==> src/rtl/parity_arb_ctrl.sv <==
// Two-requester round-robin arbiter that serially computes the XOR parity of a 7-bit word.
// Optional macro PARITY_CMP_EN adds per-requester expected-parity inputs and a res_err output.
module parity_arb_ctrl (
  input  logic       clk,
  input  logic       rst,
  input  logic       req0_valid,
  input  logic [6:0] req0_data,
  output logic       req0_ready,
  input  logic       req1_valid,
  input  logic [6:0] req1_data,
  output logic       req1_ready,
  output logic       res_valid,
  input  logic       res_ready,
  output logic       res_parity,
  output logic       res_id,
`ifdef PARITY_CMP_EN
  input  logic       req0_exp,
  input  logic       req1_exp,
  output logic       res_err,
`endif
  output logic       busy
);

  typedef enum logic [1:0] {
    IDLE  = 2'd0,
    SHIFT = 2'd1,
    DONE  = 2'd2
  } state_t;

  state_t     r_state;
  logic [6:0] r_sr;
  logic       r_acc;
  logic [2:0] r_cnt;
  logic       r_id;
  logic       r_rr;
  logic       r_res_valid;
  logic       r_res_parity;
  logic       r_res_id;
  logic       r_busy;
`ifdef PARITY_CMP_EN
  logic       r_exp;
  logic       r_res_err;
`endif

  logic       w_gnt;
  logic       w_idle;
  logic       w_hs0;
  logic       w_hs1;
  logic       w_final_par;

  // Grant selection: a lone requester wins; on a tie the one not served last wins.
  always_comb begin
    w_gnt = 1'b0;
    if (req0_valid && req1_valid) begin
      w_gnt = ~r_rr;
    end else if (req1_valid) begin
      w_gnt = 1'b1;
    end else begin
      w_gnt = 1'b0;
    end
  end

  // Readys are gated by reset so every output reads 0 while rst is high.
  assign w_idle      = (r_state == IDLE) && !rst;
  assign w_hs0       = w_idle && req0_valid && !w_gnt;
  assign w_hs1       = w_idle && req1_valid && w_gnt;
  assign w_final_par = r_acc ^ r_sr[0];

  assign req0_ready  = w_hs0;
  assign req1_ready  = w_hs1;
  assign res_valid   = r_res_valid;
  assign res_parity  = r_res_parity;
  assign res_id      = r_res_id;
  assign busy        = r_busy;
`ifdef PARITY_CMP_EN
  assign res_err     = r_res_err;
`endif

  // Control FSM with datapath and registered result outputs.
  always_ff @(posedge clk or posedge rst) begin
    if (rst) begin
      r_state      <= IDLE;
      r_sr         <= 7'd0;
      r_acc        <= 1'b0;
      r_cnt        <= 3'd0;
      r_id         <= 1'b0;
      r_rr         <= 1'b1;
      r_res_valid  <= 1'b0;
      r_res_parity <= 1'b0;
      r_res_id     <= 1'b0;
      r_busy       <= 1'b0;
`ifdef PARITY_CMP_EN
      r_exp        <= 1'b0;
      r_res_err    <= 1'b0;
`endif
    end else begin
      case (r_state)
        IDLE: begin
          if (w_hs0 || w_hs1) begin
            r_sr    <= w_hs1 ? req1_data : req0_data;
            r_acc   <= 1'b0;
            r_cnt   <= 3'd0;
            r_id    <= w_hs1;
`ifdef PARITY_CMP_EN
            r_exp   <= w_hs1 ? req1_exp : req0_exp;
`endif
            r_busy  <= 1'b1;
            r_state <= SHIFT;
          end
        end
        SHIFT: begin
          r_acc <= w_final_par;
          r_sr  <= r_sr >> 1;
          if (r_cnt == 3'd6) begin
            r_cnt        <= 3'd0;
            r_res_valid  <= 1'b1;
            r_res_parity <= w_final_par;
            r_res_id     <= r_id;
`ifdef PARITY_CMP_EN
            r_res_err    <= w_final_par ^ r_exp;
`endif
            r_state      <= DONE;
          end else begin
            r_cnt <= r_cnt + 3'd1;
          end
        end
        DONE: begin
          // Result is held until the consumer takes it; no acceptance in this cycle.
          if (res_ready) begin
            r_rr         <= r_id;
            r_res_valid  <= 1'b0;
            r_res_parity <= 1'b0;
            r_res_id     <= 1'b0;
`ifdef PARITY_CMP_EN
            r_res_err    <= 1'b0;
`endif
            r_busy       <= 1'b0;
            r_state      <= IDLE;
          end
        end
        default: begin
          r_res_valid  <= 1'b0;
          r_res_parity <= 1'b0;
          r_res_id     <= 1'b0;
`ifdef PARITY_CMP_EN
          r_res_err    <= 1'b0;
`endif
          r_busy       <= 1'b0;
          r_state      <= IDLE;
        end
      endcase
    end
  end

endmodule
==> config.mk <==
export PLATFORM = sky130hd
export DESIGN_NAME = parity_arb_ctrl
export DESIGN_NICKNAME = d
export VERILOG_FILES = /design/src/rtl/parity_arb_ctrl.sv
export SDC_FILE = /design/constraint.sdc
export NUM_CORES = 1
export LEC_CHECK = 0
export ABC_AREA = 1
export CAP_MARGIN = 20
export CORE_UTILIZATION = 28
export CTS_CLUSTER_DIAMETER = 40
export CTS_CLUSTER_SIZE = 28
export DETAILED_ROUTE_END_ITERATION = 16
export GPL_TIMING_DRIVEN = 0
export PLACE_DENSITY = 0.54
export SYNTH_ARGS = -nofsm -noshare
export SYNTH_HDL_FRONTEND = slang
export SYNTH_SLANG_ARGS = --single-unit
==> constraint.sdc <==
create_clock -name clk -period 1.82 [get_ports clk]
set_clock_uncertainty 0.2 [all_clocks]
set_input_delay 0.364 -clock clk [delete_from_list [all_inputs] [get_ports clk]]
set_output_delay 0.364 -clock clk [all_outputs]
set_load 0.01 [all_outputs]
==> run metrics <==
clk sinks=19; Final Max Slew Viols=0; total power=about 2.3 mW; Layout Cells excl Fill=214; Area growth syn-to-layout=41.3%; drt total wl=2.50 mm; CP max stage cell=dfstp_2; max_cap viols=0; Slew headroom=0.669; hold_buf cts=0; commonest cells after routing, fill and taps aside=nand2_1, nand3_1, clkdlybuf4s50_1; Worst Tran Pin Value=approximately 0.5 ns; Sw Ratio=0.421; vias=between 900 and 1,000; syn_nets=roughly 150; initial core utilization=0.305; Starting DRT DRC Count=36; run status=finished, final reports clean; die height=63.5 µm; num rows=21; die width=between 60 and 70 µm; Seq pwr share=0.332; Clock Power Share=0.128; total congestion overflow=0; CTS buffer count=3; die area=around 0.004 mm²; Net count, final=around 190; Wirelength per Cell=around 12 µm; floorplan core area=roughly 0.0035 mm²; Comb pwr share=0.540; Synth Area per Inst=roughly 8.2 µm²; Setup WS pre-CTS=-1.27 ns; largest net degree at the start of global routing=12; Post-Place Cells=between 150 and 200; Netlist cell types=23; root buf cell=clkbuf_8; Setup violations, final=0; GRT Overall Usage=0.137; Ports=25; unrepaired setup endpoints after global routing=yes; TritonCTS clock tree=done; Arr. time, crit path=~1.2 ns; antenna diode count=0; HP Class=in2async; Setup WS post-layout=0.0291 ns; # H-tree levels=1; peak supply drop=about 560 µV; CTS max path bufs=2; commonest non-fill, non-tap cell in the layout=nand2_1; Worst path max stage delay=~0.54 ns; DRC=0; Peak Freq=0.558 GHz; layout cells sized above 1=0.280; Lkg Pwr=0.703 nW; PortBufs=24; Worst-path clk slew=0.07 ns; Post-Syn Instances=129; Tmin final=approximately 1.8 ns; clk_lat worst skew=between 0.2 and 0.3 ns; Routed Antenna Nets=0; Worst Setup End Kind=primary output; drt pass-1 iters=4; crit path kind=reg2out; Synth warnings=0; vias per inst=4.43; Fin. Hold Viols=0; crit-path cells=nand2_1 > nand2_2 > inv_4 > nor2_2 > buf_2; number of global-route vias before repair=~930; flop-to-flop setup slack=roughly 0.04 ns; wire length of the first global-routing pass=4.22 mm; Worst setup SP type=flop; CP required=around 1.3 ns; sequential fraction of the synthesis area=0.450; CP Max Fanout=3; setup TNS=0 ns; internal power=approximately 1.3 mW; Filler Cell Count=between 300 and 400; Sw Pwr=0.975 mW; mapped cell area=0.00106 mm²; pwr dens=roughly 1500 mW/mm²; HPWL Detailed=~1.7 mm; Yosys reg bits=19; antenna violations before repair=0; routability cong.=around 0.77; period utilization=0.984
==> per-layer routing <==
| layer | part of all wire | vias to the layer above | GRT usage | wire (µm) |
|---|---|---|---|---|
| met3 | 0.047 | 4 | 0.0290 | 118 |
| met2 | 0.42 | 24 | 0.203 | 1050 |
| met4 | 0.020 | 0 | 0.0767 | 49 |
| met1 | 0.51 | 416 | 0.181 | 1280 |
| met5 | 0 | - | 0 | 0 |
| li1 | - | 503 | - | - |
==> power by group through the flow <==
stage | Sequential, mW | Clock, mW | Combinational, mW
floorplan | 0.763 | 0 | 0.826
global placement | 0.759 | 0 | 1.12
detailed placement | 0.773 | 0 | 1.14
CTS | 0.764 | 0.311 | 1.24
global route | 0.794 | 0.327 | 1.41
finish | 0.769 | 0.297 | 1.25
==> state kept, by name (all words and copies together), names as in the netlist <==
register / count
busy: 1
r_acc: 1
r_cnt: 3
r_id: 1
r_rr: 1
r_sr: 7
r_state: 2
res_id: 1
res_parity: 1
res_valid: 1
==> area by class of cell <==
| class | count | area [µm²] | area share |
|---|---|---|---|
| multi-input cells | 96 | 534 | 0.357 |
| flip-flops and latches | 19 | 478 | 0.320 |
| repair buffers | 34 | 305 | 0.204 |
| inverters | 13 | 57.6 | 0.0385 |
| well taps | 46 | 57.6 | 0.0385 |
| clock buffers | 3 | 41.3 | 0.0276 |
| plain buffers | 1 | 11.3 | 0.00753 |
| clock inverters | 1 | 5.00 | 0.00335 |
| repair inverters | 1 | 5.00 | 0.00335 |
==> synth_stat cells <==
cell type	n	area share
buf_6	1	0.011
o21ai_2	2	0.017
nand4_1	1	0.0059
nand2_2	2	0.012
nor2_4	2	0.021
a21oi_1	1	0.0047
nand3_4	1	0.017
o21ai_1	2	0.0095
inv_2	2	0.0071
nand2_1	34	0.12
inv_1	10	0.035
nand3_1	24	0.11
nor2_8	1	0.019
nand3b_1	1	0.0071
or2_2	6	0.035
dfstp_2	1	0.025
nor2_1	3	0.011
nand2_4	3	0.032
a21oi_2	1	0.0083
inv_4	1	0.0059
o21ai_0	11	0.052
a31oi_1	1	0.0059
dfrtp_1	18	0.43
==> kinds of logic after synthesis <==
logic type	Yosys count	synth area share
buf+inv	14	0.0591
compound gates	18	0.0969
simple gates	78	0.394
flops	19	0.450
==> worst paths after layout <==
check,startpoint,end,cells past startpoint
setup / recovery,r_rr$_DFFE_PP1P_,req0_ready,5
hold / removal,rst,r_sr[1]$_DFFE_PP0P_,2
setup reg to reg,r_state[1]$_DFFE_PP0P_,r_sr[2]$_DFFE_PP0P_,7
hold reg to reg,r_sr[2]$_DFFE_PP0P_,r_sr[2]$_DFFE_PP0P_,2
max in group asynchronous,rst,r_rr$_DFFE_PP1P_,2
min in group clk,r_sr[2]$_DFFE_PP0P_,r_sr[2]$_DFFE_PP0P_,2
==> metrics by stage <==
stage | area [µm²] | utilization | hold slack (ns)
global route | 1500 | 0.431 | 0.0948
global placement | 1360 | 0.391 | 0.256
finish | 1500 | 0.431 | 0.0804
CTS | 1480 | 0.426 | 0.0867
floorplan | 1060 | - | 0.123
detailed placement | 1360 | 0.391 | 0.258
==> timing repair <==
item | in CTS | in global routing
resized for setup | 17 | 3
setup endpoints to repair | 9 | 2
gates cloned | 1 | 0
pin swaps | 2 | 6
buffers inserted | 8 | 2
==> critical path, delay by kind of cell (launching register included) <==
kind,cells,cell delay [ns]
buf+inv,2,0.17
flops,1,0.54
simple gates,3,0.27
Note: power is estimated with default switching activity, not from simulation.
